File: config.mk
export PLATFORM = sky130hd
export DESIGN_NAME = i2c_bus_recovery
export DESIGN_NICKNAME = d
export VERILOG_FILES = /design/src/rtl/i2c_bus_recovery.sv
export SDC_FILE = /design/constraint.sdc
export NUM_CORES = 1
export LEC_CHECK = 0
export BUFFER_PORTS_ARGS = -buffer_cell sky130_fd_sc_hd__buf_2
export CORE_ASPECT_RATIO = 1.75
export CORE_MARGIN = 2
export CORE_UTILIZATION = 61
export CTS_CLUSTER_SIZE = 10
export DETAILED_ROUTE_END_ITERATION = 6
export GPL_TIMING_DRIVEN = 0
export MAX_ROUTING_LAYER = met4
export PLACE_DENSITY = 0.79
export SYNTH_ARGS = -nofsm -noshare
export SYNTH_HDL_FRONTEND = slang
export SYNTH_SLANG_ARGS = --single-unit
File: constraint.sdc
create_clock -name sys_clk -period 2.7 [get_ports sys_clk]
set_input_delay 0.54 -clock sys_clk [delete_from_list [all_inputs] [get_ports sys_clk]]
set_output_delay 0.54 -clock sys_clk [all_outputs]
set_load 0.03 [all_outputs]
File: src/rtl/i2c_bus_recovery.sv
// I2C stuck-bus detector and recovery sequencer: watches the synchronised bus,
// and after a stuck timeout clocks SCL up to 9 times, issues a STOP and checks the result.
module i2c_bus_recovery #(
  parameter int unsigned CLK_PER_US  = 24,
  parameter int unsigned STUCK_MS    = 25,
  parameter int unsigned SCL_HALF_US = 5
) (
  input  logic sys_clk,
  input  logic sys_rst_n,
  input  logic enable,
  input  logic scl_in,
  input  logic sda_in,
  output logic scl_oe,
  output logic sda_oe,
  output logic recovering,
  output logic stuck_detect,
  output logic recover_done,
  output logic recover_fail
);
  localparam int unsigned PRE_W  = 8;
  localparam int unsigned HALF_W = 8;
  localparam int unsigned US_W   = 10;
  localparam int unsigned MS_W   = 8;
  localparam int unsigned PC_W   = 4;

  typedef enum logic [2:0] {
    IDLE, MONITOR, REC_LOW, REC_HIGH, STOP_A, STOP_B, STOP_C, CHECK
  } state_e;

  state_e            state_q, state_d;
  logic [PRE_W-1:0]  presc_q, presc_d;
  logic [HALF_W-1:0] half_q, half_d;
  logic [US_W-1:0]   us_q, us_d;
  logic [MS_W-1:0]   ms_q, ms_d;
  logic [PC_W-1:0]   pulse_q, pulse_d;
  logic              scl_meta_q, scl_s_q, scl_prev_q, sda_meta_q, sda_s_q;
  logic              scl_oe_q, sda_oe_q, rec_q, stuck_q, done_q, fail_q;
  logic              scl_oe_d, sda_oe_d, rec_d, stuck_d, done_d, fail_d;
  logic              us_tick_c, half_end_c, scl_edge_c, stuck_c, timeout_c, timed_c;

  // Two-flop synchronisers; idle bus level is high
  always_ff @(posedge sys_clk or negedge sys_rst_n) begin
    if (!sys_rst_n) begin
      scl_meta_q <= 1'b1;
      scl_s_q    <= 1'b1;
      scl_prev_q <= 1'b1;
      sda_meta_q <= 1'b1;
      sda_s_q    <= 1'b1;
    end else begin
      scl_meta_q <= scl_in;
      scl_s_q    <= scl_meta_q;
      scl_prev_q <= scl_s_q;
      sda_meta_q <= sda_in;
      sda_s_q    <= sda_meta_q;
    end
  end

  assign us_tick_c  = (presc_q == PRE_W'(CLK_PER_US - 1));
  assign half_end_c = us_tick_c && (half_q == HALF_W'(SCL_HALF_US - 1));
  assign scl_edge_c = scl_s_q ^ scl_prev_q;
  assign stuck_c    = !scl_s_q || !sda_s_q;
  assign timeout_c  = (ms_q == MS_W'(STUCK_MS));
  assign timed_c    = (state_q == REC_LOW) || (state_q == REC_HIGH) || (state_q == STOP_A) ||
                      (state_q == STOP_B) || (state_q == STOP_C);

  always_comb begin
    state_d  = state_q;
    presc_d  = us_tick_c ? '0 : presc_q + PRE_W'(1);
    half_d   = '0;
    us_d     = '0;
    ms_d     = '0;
    pulse_d  = pulse_q;
    scl_oe_d = 1'b0;
    sda_oe_d = 1'b0;
    rec_d    = 1'b0;
    stuck_d  = 1'b0;
    done_d   = 1'b0;
    fail_d   = 1'b0;

    case (state_q)
      IDLE:    state_d = MONITOR;
      MONITOR: begin
        if (timeout_c) begin
          state_d = REC_LOW;
          stuck_d = 1'b1;
        end else if (stuck_c && !scl_edge_c) begin
          us_d = us_q;
          ms_d = ms_q;
          if (us_tick_c) begin
            if (us_q == US_W'(999)) begin
              us_d = '0;
              ms_d = ms_q + MS_W'(1);
            end else begin
              us_d = us_q + US_W'(1);
            end
          end
        end
      end
      REC_LOW: begin
        scl_oe_d = 1'b1;
        rec_d    = 1'b1;
        if (half_end_c) state_d = REC_HIGH;
      end
      REC_HIGH: begin
        rec_d = 1'b1;
        if (half_end_c) begin
          pulse_d = pulse_q + PC_W'(1);
          state_d = (sda_s_q || pulse_q == PC_W'(8)) ? STOP_A : REC_LOW;
        end
      end
      STOP_A: begin
        scl_oe_d = 1'b1;
        sda_oe_d = 1'b1;
        rec_d    = 1'b1;
        if (half_end_c) state_d = STOP_B;
      end
      STOP_B: begin
        sda_oe_d = 1'b1;
        rec_d    = 1'b1;
        if (half_end_c) state_d = STOP_C;
      end
      STOP_C: begin
        rec_d = 1'b1;
        if (half_end_c) state_d = CHECK;
      end
      CHECK: begin
        rec_d   = 1'b1;
        done_d  = scl_s_q && sda_s_q;
        fail_d  = !(scl_s_q && sda_s_q);
        pulse_d = '0;
        state_d = MONITOR;
      end
      default: state_d = IDLE;
    endcase

    // Recovery phases are timed purely by us_ticks; SCL stretching is ignored
    if (timed_c && us_tick_c) half_d = half_q + HALF_W'(1);
    else if (timed_c)         half_d = half_q;

    if (state_d != state_q) begin
      presc_d = '0;
      half_d  = '0;
    end

    // Disable overrides everything, including a same-cycle timeout
    if (!enable) begin
      state_d  = IDLE;
      presc_d  = '0;
      half_d   = '0;
      us_d     = '0;
      ms_d     = '0;
      pulse_d  = '0;
      scl_oe_d = 1'b0;
      sda_oe_d = 1'b0;
      rec_d    = 1'b0;
      stuck_d  = 1'b0;
      done_d   = 1'b0;
      fail_d   = 1'b0;
    end
  end

  always_ff @(posedge sys_clk or negedge sys_rst_n) begin
    if (!sys_rst_n) begin
      state_q  <= IDLE;
      presc_q  <= '0;
      half_q   <= '0;
      us_q     <= '0;
      ms_q     <= '0;
      pulse_q  <= '0;
      scl_oe_q <= 1'b0;
      sda_oe_q <= 1'b0;
      rec_q    <= 1'b0;
      stuck_q  <= 1'b0;
      done_q   <= 1'b0;
      fail_q   <= 1'b0;
    end else begin
      state_q  <= state_d;
      presc_q  <= presc_d;
      half_q   <= half_d;
      us_q     <= us_d;
      ms_q     <= ms_d;
      pulse_q  <= pulse_d;
      scl_oe_q <= scl_oe_d;
      sda_oe_q <= sda_oe_d;
      rec_q    <= rec_d;
      stuck_q  <= stuck_d;
      done_q   <= done_d;
      fail_q   <= fail_d;
    end
  end

  assign scl_oe       = scl_oe_q;
  assign sda_oe       = sda_oe_q;
  assign recovering   = rec_q;
  assign stuck_detect = stuck_q;
  assign recover_done = done_q;
  assign recover_fail = fail_q;
endmodule

* After elaboration in Yosys (flattened, before gate mapping)
Index checks and enable logic that the tools add are counted.
** Word-level totals
- Bits in registers :: 52
- Latch bits :: 0
- RAM bits :: 0
- Bits in read-only memories :: 0
- Input bits :: 5
- Word-level logic and storage cells :: 106
- Memories kept :: 0
** Operators by class
- Add/subtract/negate cells :: 5
- Multipliers :: 0
- Divide/modulo/power cells :: 0
- Order comparisons :: 0
- Eq/ne operators :: 18
- Shifts and indexed selects :: 0
- Mux-type cells :: 44
- Bitwise logic cells :: 1
- Reduce and logical (&&, ||, !) cells :: 21
** Operators by type and width (count)
- two-way mux 8 bit :: 13
- two-way mux 10 bit :: 6
- adder 8 x 1 -> 8 bit, second input constant :: 3
- two-way mux 3 bit :: 8
- case mux 3 bit (7 select lines) :: 1
- == test 8 x 5 -> 1 bit, second input constant :: 2
- two-way mux 1 bit :: 13
- == test 3 bit, second input constant :: 4
- adder 10 x 1 -> 10 bit, second input constant :: 1
- == test 10 bit, second input constant :: 1
- inequality test 5 bit, second input constant :: 2
- == test 8 x 3 -> 1 bit, second input constant :: 1
- two-way mux 4 bit :: 2
- case mux 4 bit (2 select lines) :: 1
- == test 3 x 2 -> 1 bit, second input constant :: 2
- logical OR 1 bit :: 6
- OR reduction 2 bit :: 3
- OR reduction 6 bit :: 1
- adder 4 x 1 -> 4 bit, second input constant :: 1
- == test 4 bit, second input constant :: 1
- logical AND 1 bit :: 4
- zero test 1 bit :: 4
- inequality test 4 x 2 -> 1 bit, second input constant :: 1
- AND reduction 2 bit :: 2
- other kinds (6) :: 6

* Logic depth before layout (Yosys ltp)
- Word-level depth :: 9
- Depth in mapped cells :: 8
- Gate-level depth less buffers :: 7

* Worst setup path before layout
Ideal clock, no wire load.
- Kind :: reg-to-reg
- Start :: register presc_q[0]
- End :: register us_q[7]
- Setup time :: 116 ps
- Arrival time :: 1744 ps
- Required time :: 2584 ps
- Slack :: 840 ps
- Cell stages (with the launch flop) :: 8
- Buffers on the path :: 1
- Clock period less this slack :: 1860 ps
- Cells stage by stage :: dfrtp_1 > ha_1 > and4bb_2 > nand2_1 > buf_2 > a31oi_1 > or4_1 > o311ai_0
** Between the ends
- Longest elaborated chain between the ends :: 2
** RTL lines
- start, declared :: RTL line 31 : logic [PRE_W-1:0] presc_q, presc_d;
- start signal, assigned :: RTL line 178 : presc_q <= presc_d;
- == test 8 x 5 -> 1 bit :: RTL line 58 : assign us_tick_c = (presc_q == PRE_W'(CLK_PER_US - 1));
- inequality test 5 bit (no line)
- end signal, assigned :: RTL line 180 : us_q <= us_d;
- end, declared :: RTL line 33 : logic [US_W-1:0] us_q, us_d;
Every way passes these cells.
A chain may end at the register's enable or synchronous reset.

* Worst setup path after layout
- Start :: register us_q[0]
- End :: register us_q[9]
** Between the ends
- Longest elaborated chain between the ends :: 7
** RTL lines
- adder 10 x 1 -> 10 bit or == test 10 bit (tied branches) :: RTL line 94, 90
- two-way mux 10 bit (*) :: RTL line 90 : if (us_q == US_W'(999)) begin
- two-way mux 10 bit (*) :: RTL line 89 : if (us_tick_c) begin
- two-way mux 10 bit (*) :: RTL line 86 : end else if (stuck_c && !scl_edge_c) begin
- two-way mux 10 bit (*) :: RTL line 83 : if (timeout_c) begin
- two-way mux 10 bit (*) :: RTL line 80 : case (state_q)
- two-way mux 10 bit (*) :: RTL line 146 : if (!enable) begin
Mark *: on every way between the ends. The rest lies on a longest branch, timed or not. The select of a mux whose other input is x is not followed.

==> impl_metrics.toml <==
[timing]
hold_viol = 0
tightest_slew_ns = 1.125
slew-limit-headroom_pct = 25.01
min_period_over_period_pct = 82.66
rsz0062_at_grt = "false"
skew_ns = 0.01148
finalSetupTns_ns = 0
final.min_clock_period_ns = 2.232
maxSlewViolCount = 0
setup_viol = 0
fmax_mhz = 448.1

[die]
rows = 32
core-area_mm2 = 0.004324
die_x_um = 54.22
start_util_pct = 62.27
fp.dieArea_mm2 = 0.004982
die_height_um = 91.89
io_pins = 11

[detailed_routing]
vias_per_cell = 6.144
avgRoutedWirePerCell_um = 15.46
ant_nets = 0
drt_pass1_iterations = 4
drt-total-wl_um = 5381
num_vias = 2138
drt_iter0_drc = 45
route.detailed.drc = 0

[logic_synthesis]
ys_top_cells_by_area = "dfrtp_1 44%, nor2_1 5.6%, dfstp_2 4.9%"
synth_fp_nets = 292
ys_seq_area_share_pct = 48.56
yosys_warnings = 0
yosysMostFrequentCell = "dfrtp_1"
avgSynthCellArea_um2 = 9.651
yosysTopAreaCellShare_pct = 43.68
yosys-top-cells-count = "47 x dfrtp_1, 40 x nor2_1, 22 x nand2_1"
async_reset_ff_share_pct = 100.0
synth_edf_count = 0
ys.flop_type = "dfrtp_1"
netlist_instances = 279
syn_area_mm2 = 0.002693
ys_seq_elements = 52
yosys.area.top_type = "dfrtp_1"
synthDistinctLibCells = 48

[worst_setup_path]
arrival_ns = 2.42
end_kind = "register"
rrSetupSlack_ns = 0.47
r2r_cells = 5
worstPathMaxFanout = 7
reg2reg_from = "us_q[0]"
path_class = "reg -> reg"
crit_path_start_kind = "register"
required_ns = 2.89
r2r-end = "us_q[9]"

[cells_and_area]
nets = 309
fin_cells = 348
postLayoutCoreUtil_pct = 67.07
antenna_cells = 0
final_area_mm2 = 0.002900
drive_gt1_share_pct = 11.11
area_delta_synth_final_pct = 7.714

[clocking]
cts.path.max_buffers = 2
clkTransAtPathRegs_ns = 0.09
cts.repair.resized = 0
hold_buffers = 0
cts_sinks = 52
clk_latency_ns = 0.30
cts_buffers = 5
cts_setup_buffers = 0
clock-root-buffer = "clkbuf_8"
tritoncts = "done"
h-tree-depth = 2

[place]
numPortBuffers = 10
dp_cells = 340
placed_cell_area_mm2 = 0.002806
gp_congestion = 0.8776
dpl.hpwl_um = 3869

[global_route]
grt_remaining_overflow = 0
grtUsageTotal_pct = 25.34
antenna_found_initial = 0
grt_pass1_vias = 2054
grt_pass1_wl_um = 9163
grt_max_degree = 53

[worst_hold_path]
hold_path_class = "in -> reg"
holdPathEnd = "sda_meta_q"
holdPathStages = 1
min_from = "sda_in"

[pwr]
leakage_nw = 1.246
irDropWorstVdd_uv = 440.8
power_density_mw_per_mm2 = 446.7
p_total_mw = 1.296

[flow_run]
cap_violations = 0

[status]
status = "finished clean"
==> how the worst max path moves through the flow <==
stage                     cells after the start        from          to
after detailed placement                      5     us_q[0]     us_q[9]
after global placement                        7  presc_q[0]  presc_q[4]
after global routing                          5     us_q[0]     us_q[4]
final                                         5     us_q[0]     us_q[9]
after CTS                                     5     us_q[0]     us_q[9]
after floorplan                               7  presc_q[0]     us_q[7]
==> where the power goes <==
group          switching, mW  internal [mW]
Sequential           0.00575          0.789
Combinational         0.0330         0.0118
Clock                  0.248          0.209
Total                  0.287           1.01
==> cell families (layout without fill, tap and decap cells) <==
group	count (synthesis)	in the layout	share of synthesized area, %
muxes	3	3	1.115
and+or+nand+nor	131	131	26.26
AOI/OAI and AO/OA	44	44	10.36
adders and majority gates	8	8	3.718
buffers and inverters	19	37	2.834
xor gates and xnor gates	22	22	7.156
DFF	52	52	48.56
==> routing by layer <==
| metal | wire, um | vias to the layer above | track usage (%) | share of wire, % |
|---|---|---|---|---|
| li1 | - | 1026 | - | - |
| met1 | 2214 | 1051 | 29.83 | 41 |
| met2 | 2857 | 45 | 40.46 | 53 |
| met3 | 127 | 16 | 4.072 | 2.4 |
| met4 | 181 | 0 | 12.71 | 3.4 |
| met5 | 0 | - | - | 0 |
==> layout make-up <==
type                    instances  area, um^2
plain buffers                   9       38.79
clock buffers                   7       86.33
clock inverters                 1       7.507
fillers                       354        1424
inverters                      10       37.54
multi-input cells             208        1309
flip-flops and latches         52        1308
well taps                      51       63.81
repair buffers                 10       50.05
==> worst max-delay path: stages, from the launching register on <==
cell and delay [ns]:
dfrtp_1 0.49, ha_1 0.29, nand4_1 0.31, nor3_1 0.62, nand2b_1 0.33, nor2_1 0.08
==> stage by stage <==
step	hold WS, ns	worst slack, ns
floorplan	0.2444	0.8401
global placement	0.3463	0.5543
detailed placement	0.3501	0.5014
CTS	0.3209	0.4882
global route	0.3164	0.2853
finish	0.3243	0.4682
==> registers in the layout, summed over array words and instances, names as in the netlist <==
signal,cells
recover_fail,1
scl_prev_q,1
scl_oe,1
recovering,1
us_q,10
scl_meta_q,1
state_q,3
stuck_detect,1
scl_s_q,1
ms_q,8
pulse_q,4
presc_q,8
sda_oe,1
recover_done,1
sda_s_q,1
half_q,8
sda_meta_q,1
==> placed cells by master, fill, tap and decap left out, drive strengths merged, types with 2 or more instances in the layout <==
cell | Yosys | routed
dfstp | 5 | 5
a311oi | 2 | 2
o211a | 2 | 2
a21oi | 11 | 11
nand2 | 22 | 22
a31oi | 6 | 6
and3 | 5 | 5
nand4bb | 2 | 2
dfrtp | 47 | 47
or4 | 3 | 3
mux2i | 3 | 3
nor3 | 4 | 4
o21ai | 12 | 12
nor3b | 4 | 4
buf | 5 | 15
inv | 10 | 10
and2 | 5 | 5
nor2 | 40 | 40
or2 | 2 | 2
clkbuf | 4 | 11
xnor2 | 10 | 10
xor2 | 12 | 12
a21boi | 3 | 3
a211o | 2 | 2
nand3 | 15 | 15
nor4b | 2 | 2
nand2b | 2 | 2
and4 | 5 | 5
nand4 | 15 | 15
ha | 8 | 8
No activity file was read; power rests on OpenSTA's default activity.
